===== config.mk =====
export PLATFORM = sky130hd
export DESIGN_NAME = rgb_fade_pwm
export DESIGN_NICKNAME = d
export VERILOG_FILES = /design/src/rtl/rgb_fade_pwm.sv
export SDC_FILE = /design/constraint.sdc
export NUM_CORES = 1
export LEC_CHECK = 0
export BUFFER_PORTS_ARGS = -buffer_cell sky130_fd_sc_hd__buf_4
export CAP_MARGIN = 20
export CORE_MARGIN = 1
export CORE_UTILIZATION = 61
export DETAILED_ROUTE_END_ITERATION = 7
export MAX_ROUTING_LAYER = met4
export PLACE_DENSITY = 0.77
export SLEW_MARGIN = 20
export SYNTH_ARGS = -nofsm -noshare
export SYNTH_HDL_FRONTEND = slang
export SYNTH_SLANG_ARGS = --single-unit

===== constraint.sdc =====
create_clock -name clk -period 2.3 [get_ports clk]
set_clock_uncertainty 0.1 [all_clocks]
set_input_delay 0.23 -clock clk [delete_from_list [all_inputs] [get_ports clk]]
set_output_delay 0.23 -clock clk [all_outputs]
set_load 0.05 [all_outputs]

===== src/rtl/rgb_fade_pwm.sv =====
// Three-channel LED PWM fader: free-running PWM counter, per-frame shadowed duties,
// and a colour wheel that cross-fades red -> green -> blue -> red.
module rgb_fade_pwm #(
  parameter int PWM_BITS    = 8,
  parameter int STEP_FRAMES = 4
) (
  input  logic       clk,
  input  logic       resetn,
  input  logic       en,
  output logic       led_r,
  output logic       led_g,
  output logic       led_b,
  output logic [1:0] phase,
  output logic       frame
);

  localparam logic [PWM_BITS-1:0] MAX = '1;
  localparam int FD_W = (STEP_FRAMES > 1) ? $clog2(STEP_FRAMES) : 1;
  localparam logic [FD_W-1:0] FD_LAST = FD_W'(STEP_FRAMES - 1);

  logic [PWM_BITS-1:0] pwm_cnt_q;
  logic [FD_W-1:0]     frame_div_q, frame_div_d;
  logic [PWM_BITS-1:0] lvl_q, lvl_d;
  logic [1:0]          phase_q, phase_d;
  logic [PWM_BITS-1:0] duty_r_q, duty_g_q, duty_b_q;
  logic [PWM_BITS-1:0] dec_r, dec_g, dec_b;
  logic                led_r_q, led_g_q, led_b_q, frame_q;
  logic                wrap, lvl_step;

  assign wrap = (pwm_cnt_q == MAX);

  // Colour wheel: the outgoing colour ramps down while the incoming one ramps up.
  always_comb begin
    dec_r = '0;
    dec_g = '0;
    dec_b = '0;
    case (phase_q)
      2'd0: begin
        dec_r = MAX - lvl_q;
        dec_g = lvl_q;
      end
      2'd1: begin
        dec_g = MAX - lvl_q;
        dec_b = lvl_q;
      end
      2'd2: begin
        dec_b = MAX - lvl_q;
        dec_r = lvl_q;
      end
      default: ;
    endcase
  end

  always_comb begin
    frame_div_d = frame_div_q;
    lvl_d       = lvl_q;
    phase_d     = phase_q;
    lvl_step    = 1'b0;
    if (wrap && en) begin
      if (frame_div_q == FD_LAST) begin
        frame_div_d = '0;
        lvl_step    = 1'b1;
      end else begin
        frame_div_d = frame_div_q + FD_W'(1);
      end
    end
    if (lvl_step) begin
      if (lvl_q == MAX) begin
        lvl_d   = '0;
        phase_d = (phase_q == 2'd2 || phase_q == 2'd3) ? 2'd0 : phase_q + 2'd1;
      end else begin
        lvl_d = lvl_q + PWM_BITS'(1);
        if (phase_q == 2'd3) phase_d = 2'd0;
      end
    end
  end

  always_ff @(posedge clk or negedge resetn) begin
    if (!resetn) begin
      pwm_cnt_q   <= '0;
      frame_div_q <= '0;
      lvl_q       <= '0;
      phase_q     <= 2'd0;
      duty_r_q    <= '0;
      duty_g_q    <= '0;
      duty_b_q    <= '0;
      led_r_q     <= 1'b0;
      led_g_q     <= 1'b0;
      led_b_q     <= 1'b0;
      frame_q     <= 1'b0;
    end else begin
      pwm_cnt_q   <= pwm_cnt_q + PWM_BITS'(1);
      frame_div_q <= frame_div_d;
      lvl_q       <= lvl_d;
      phase_q     <= phase_d;
      // Duties only change at the frame boundary so no pulse is ever cut short.
      if (wrap) begin
        duty_r_q <= dec_r;
        duty_g_q <= dec_g;
        duty_b_q <= dec_b;
      end
      led_r_q <= (pwm_cnt_q < duty_r_q);
      led_g_q <= (pwm_cnt_q < duty_g_q);
      led_b_q <= (pwm_cnt_q < duty_b_q);
      frame_q <= wrap;
    end
  end

  assign led_r = led_r_q;
  assign led_g = led_g_q;
  assign led_b = led_b_q;
  assign phase = phase_q;
  assign frame = frame_q;

endmodule


==> metrics.yaml <==
min_path:
  hp-class: "input port to register"
  hold_depth: 3
critical_path:
  critPathRequiredTime_ns: 2.44
  worstPathCellList: "ha_1 > nand4_1 > or3_1 > or4_1 > nand2_1"
  crit_family: "simple AND/OR/NAND/NOR gates"
  cp_num_cells: 5
  worstPathArrival_ns: 2.16
  crit_path_end_kind: "register"
  cp.buffers_inverters: 0
  critical_path.max_stage_delay_ns: 0.47
  cp-start-kind: "register"
  critPathSlowestCell: "or4_1"
  path_class: "register to register"
  reg2reg_depth: 5
  cp_max_fo: 6
outcome:
  status: "complete, no violations"
cells_and_area:
  stdcell_count: 338
  seqCellArea_mm2: 0.001201
  drive_above_1_share_pct: 9.028
  num-fill-cells: 338
  finish.net_count: 314
  diodes: 0
  area_delta_synth_final_pct: 7.273
  multi_input_area_mm2: 0.001314
cts:
  post-cts-setup-buffer-count: 0
  cts_resized: 0
  postCtsHoldBufs: 1
  cts_root_buffer: "clkbuf_8"
  cts_tree: "done"
  htreeDepth: 2
  cts_inserted_buffers: 5
  clock_latency_ns: 0.30
  clkTransAtPathRegs_ns: 0.08
  cts_num_sinks: 48
  cts.path.max_buffers: 2
synth:
  netlist_instances: 285
  synth_area_per_cell_um2: 9.417
  synth.most_common_cell: "dfrtp_1"
  syn_nets: 312
  yosys_register_bits: 48
  syn_area_mm2: 0.002684
  synth_area_leaders: "dfrtp_1 45%, ha_1 11%, nand2_1 5.5%, o31ai_1 4.8%, xnor2_1 4.6%"
  ys_warn_count: 0
  ys_top_cells_by_count: "48 x dfrtp_1, 39 x nand2_1, 24 x ha_1, 23 x inv_1, 17 x o31ai_1"
  async_reset_ff_share_pct: 100.0
  synth_edf_count: 0
  yosysSeqAreaShare_pct: 44.76
  synth_top_area_share_pct: 44.76
  synth.largest_area_cell: "dfrtp_1"
  yosys_most_used_dff: "dfrtp_1"
  synth.distinct_cells: 31
sta:
  min_period_over_period_pct: 88.01
  max_clock_freq_mhz: 494.0
  period_needed_ns: 2.024
  setup_viol: 0
  rsz0062_at_grt: "false"
  hold_viol: 0
  slew_violations: 0
  fin_setup_tns_ns: 0
  relSlewSlack_pct: 59.91
  tightestPinTransition_ns: 0.6014
grt:
  track_usage_pct: 25.37
  overflow: 0
  grt_pass1_vias: 1826
  grt_max_degree: 49
  grt_pass1_wl_mm: 8.286
  antenna_found_initial: 0
route:
  antenna_left: 0
  drtPass1Iterations: 4
  num_vias: 1888
  drc: 0
  initialDrtViolationCount: 87
  via_per_inst: 5.586
  drt_wl_total_mm: 4.930
  routedWlPerCell_um: 14.59
flow_run:
  drv_cap: 0
floorplanning:
  pin_count: 9
  initial_core_util_pct: 65.22
  coreArea_mm2: 0.004115
  rows: 23
  die-area_mm2: 0.004669
  fp.dieW_um: 68.33
  die_h_um: 68.33
placement:
  gp_congestion: 0.8194
  io_buffers: 8
  dp.cells: 329
  dp_hpwl_mm: 3.614
power:
  ir_drop_mv: 0.2985
  pwr_density_cell_mw_per_mm2: 479.4
  power.leakage_nw: 1.328
==> state kept, by name, indices dropped and copies added (netlist names) <==
signal and count:
duty_r_q 8, duty_b_q 8, pwm_cnt_q 8, lvl_q 8
frame_div_q 2, led_r 1, led_g 1, phase 2
led_b 1, frame 1, duty_g_q 8
==> where the power goes <==
group	internal (W)	switching, W	leakage, nW
clock	0.000240	0.000277	0.0510
combinational	0.00000332	0.0000162	0.620
sequential	0.000843	0	0.656
total	0.00109	0.000294	1.33
==> kinds of logic after synthesis <==
kind of cell | count (synthesis) | share of synthesized area [%]
flops | 48 | 44.76
simple gates | 79 | 13.57
compound gates | 63 | 15.20
buf+inv | 44 | 6.293
xor+xnor | 25 | 8.159
fa+ha+maj | 24 | 11.19
mux | 2 | 0.8391
==> metrics by stage <==
| stage | instance area, um^2 | util [%] | worst slack (ns) | total power (W) | hold slack (ns) |
|---|---|---|---|---|---|
| 2_1_floorplan | 2684 | - | 0.3556 | 0.0008602 | -0.1656 |
| 3_3_place_gp | 2776 | 67.47 | 0.3720 | 0.0008797 | 0.1851 |
| 3_5_place_dp | 2776 | 67.47 | 0.3085 | 0.0008793 | 0.1775 |
| 4_1_cts | 2879 | 69.96 | 0.2868 | 0.001388 | 0.2090 |
| 5_1_grt | 2879 | 69.96 | 0.1114 | 0.001427 | 0.2224 |
| 6_report | 2879 | 69.96 | 0.2757 | 0.001380 | 0.2091 |
==> layer usage <==
metal | part of all wire, % | vias to the layer above | track usage, %
met5 | 0 | - | -
met4 | 1.8 | 0 | 9.896
met3 | 2.4 | 10 | 4.000
met2 | 47 | 22 | 40.93
met1 | 49 | 883 | 31.78
li1 | - | 973 | -
==> worst reg2reg max path, cell delays in order, from the launching register on <==
cell and delay [ns]:
dfrtp_1 0.45, ha_1 0.26, nand4_1 0.19, or3_1 0.43, or4_1 0.47, nand2_1 0.06
==> final timing paths <==
check                                   startpoint                    endpoint  slack (ns)
hold / removal                                  en  frame_div_q[0]$_DFFE_PN0P_        0.21
hold reg to reg            duty_g_q[2]$_DFFE_PN0N_     duty_g_q[2]$_DFFE_PN0N_        0.38
max in group asynchronous                   resetn      pwm_cnt_q[1]$_DFF_PN0_        1.32
min in group asynchronous                   resetn     duty_g_q[4]$_DFFE_PN0N_        0.37
setup / recovery            pwm_cnt_q[1]$_DFF_PN0_        phase[0]$_DFFE_PN0P_        0.28
setup reg to reg            pwm_cnt_q[1]$_DFF_PN0_        phase[0]$_DFFE_PN0P_        0.28
==> cell usage in the layout (no fill, tap or decap), types with 2 or more instances in the layout <==
cell and n:
xnor2_1 14, a211oi_1 3, clkbuf_8 6, xor2_1 11, nand3_1 5, a22oi_1 2
dfrtp_1 48, o31a_1 3, clkinv_2 2, a21o_1 9, and4_1 2, nor2b_1 2
inv_1 23, mux2_2 2, o21ai_0 15, nand2b_1 4, and3_1 2, nand2_1 39
o31ai_1 17, a21oi_1 13, nand4_1 5, buf_4 15, nor2_1 14, ha_1 24
==> area by class of cell <==
type                       count  share of cell area, %
sequential                    48                  41.72
timing repair buffer          16                  4.259
multi-input combinational    193                  45.63
clock buffer                   6                  2.868
tap                           50                  2.173
inverter                      23                  2.999
clock inverter                 2                 0.3477
No activity file was read; power rests on OpenSTA's default activity.
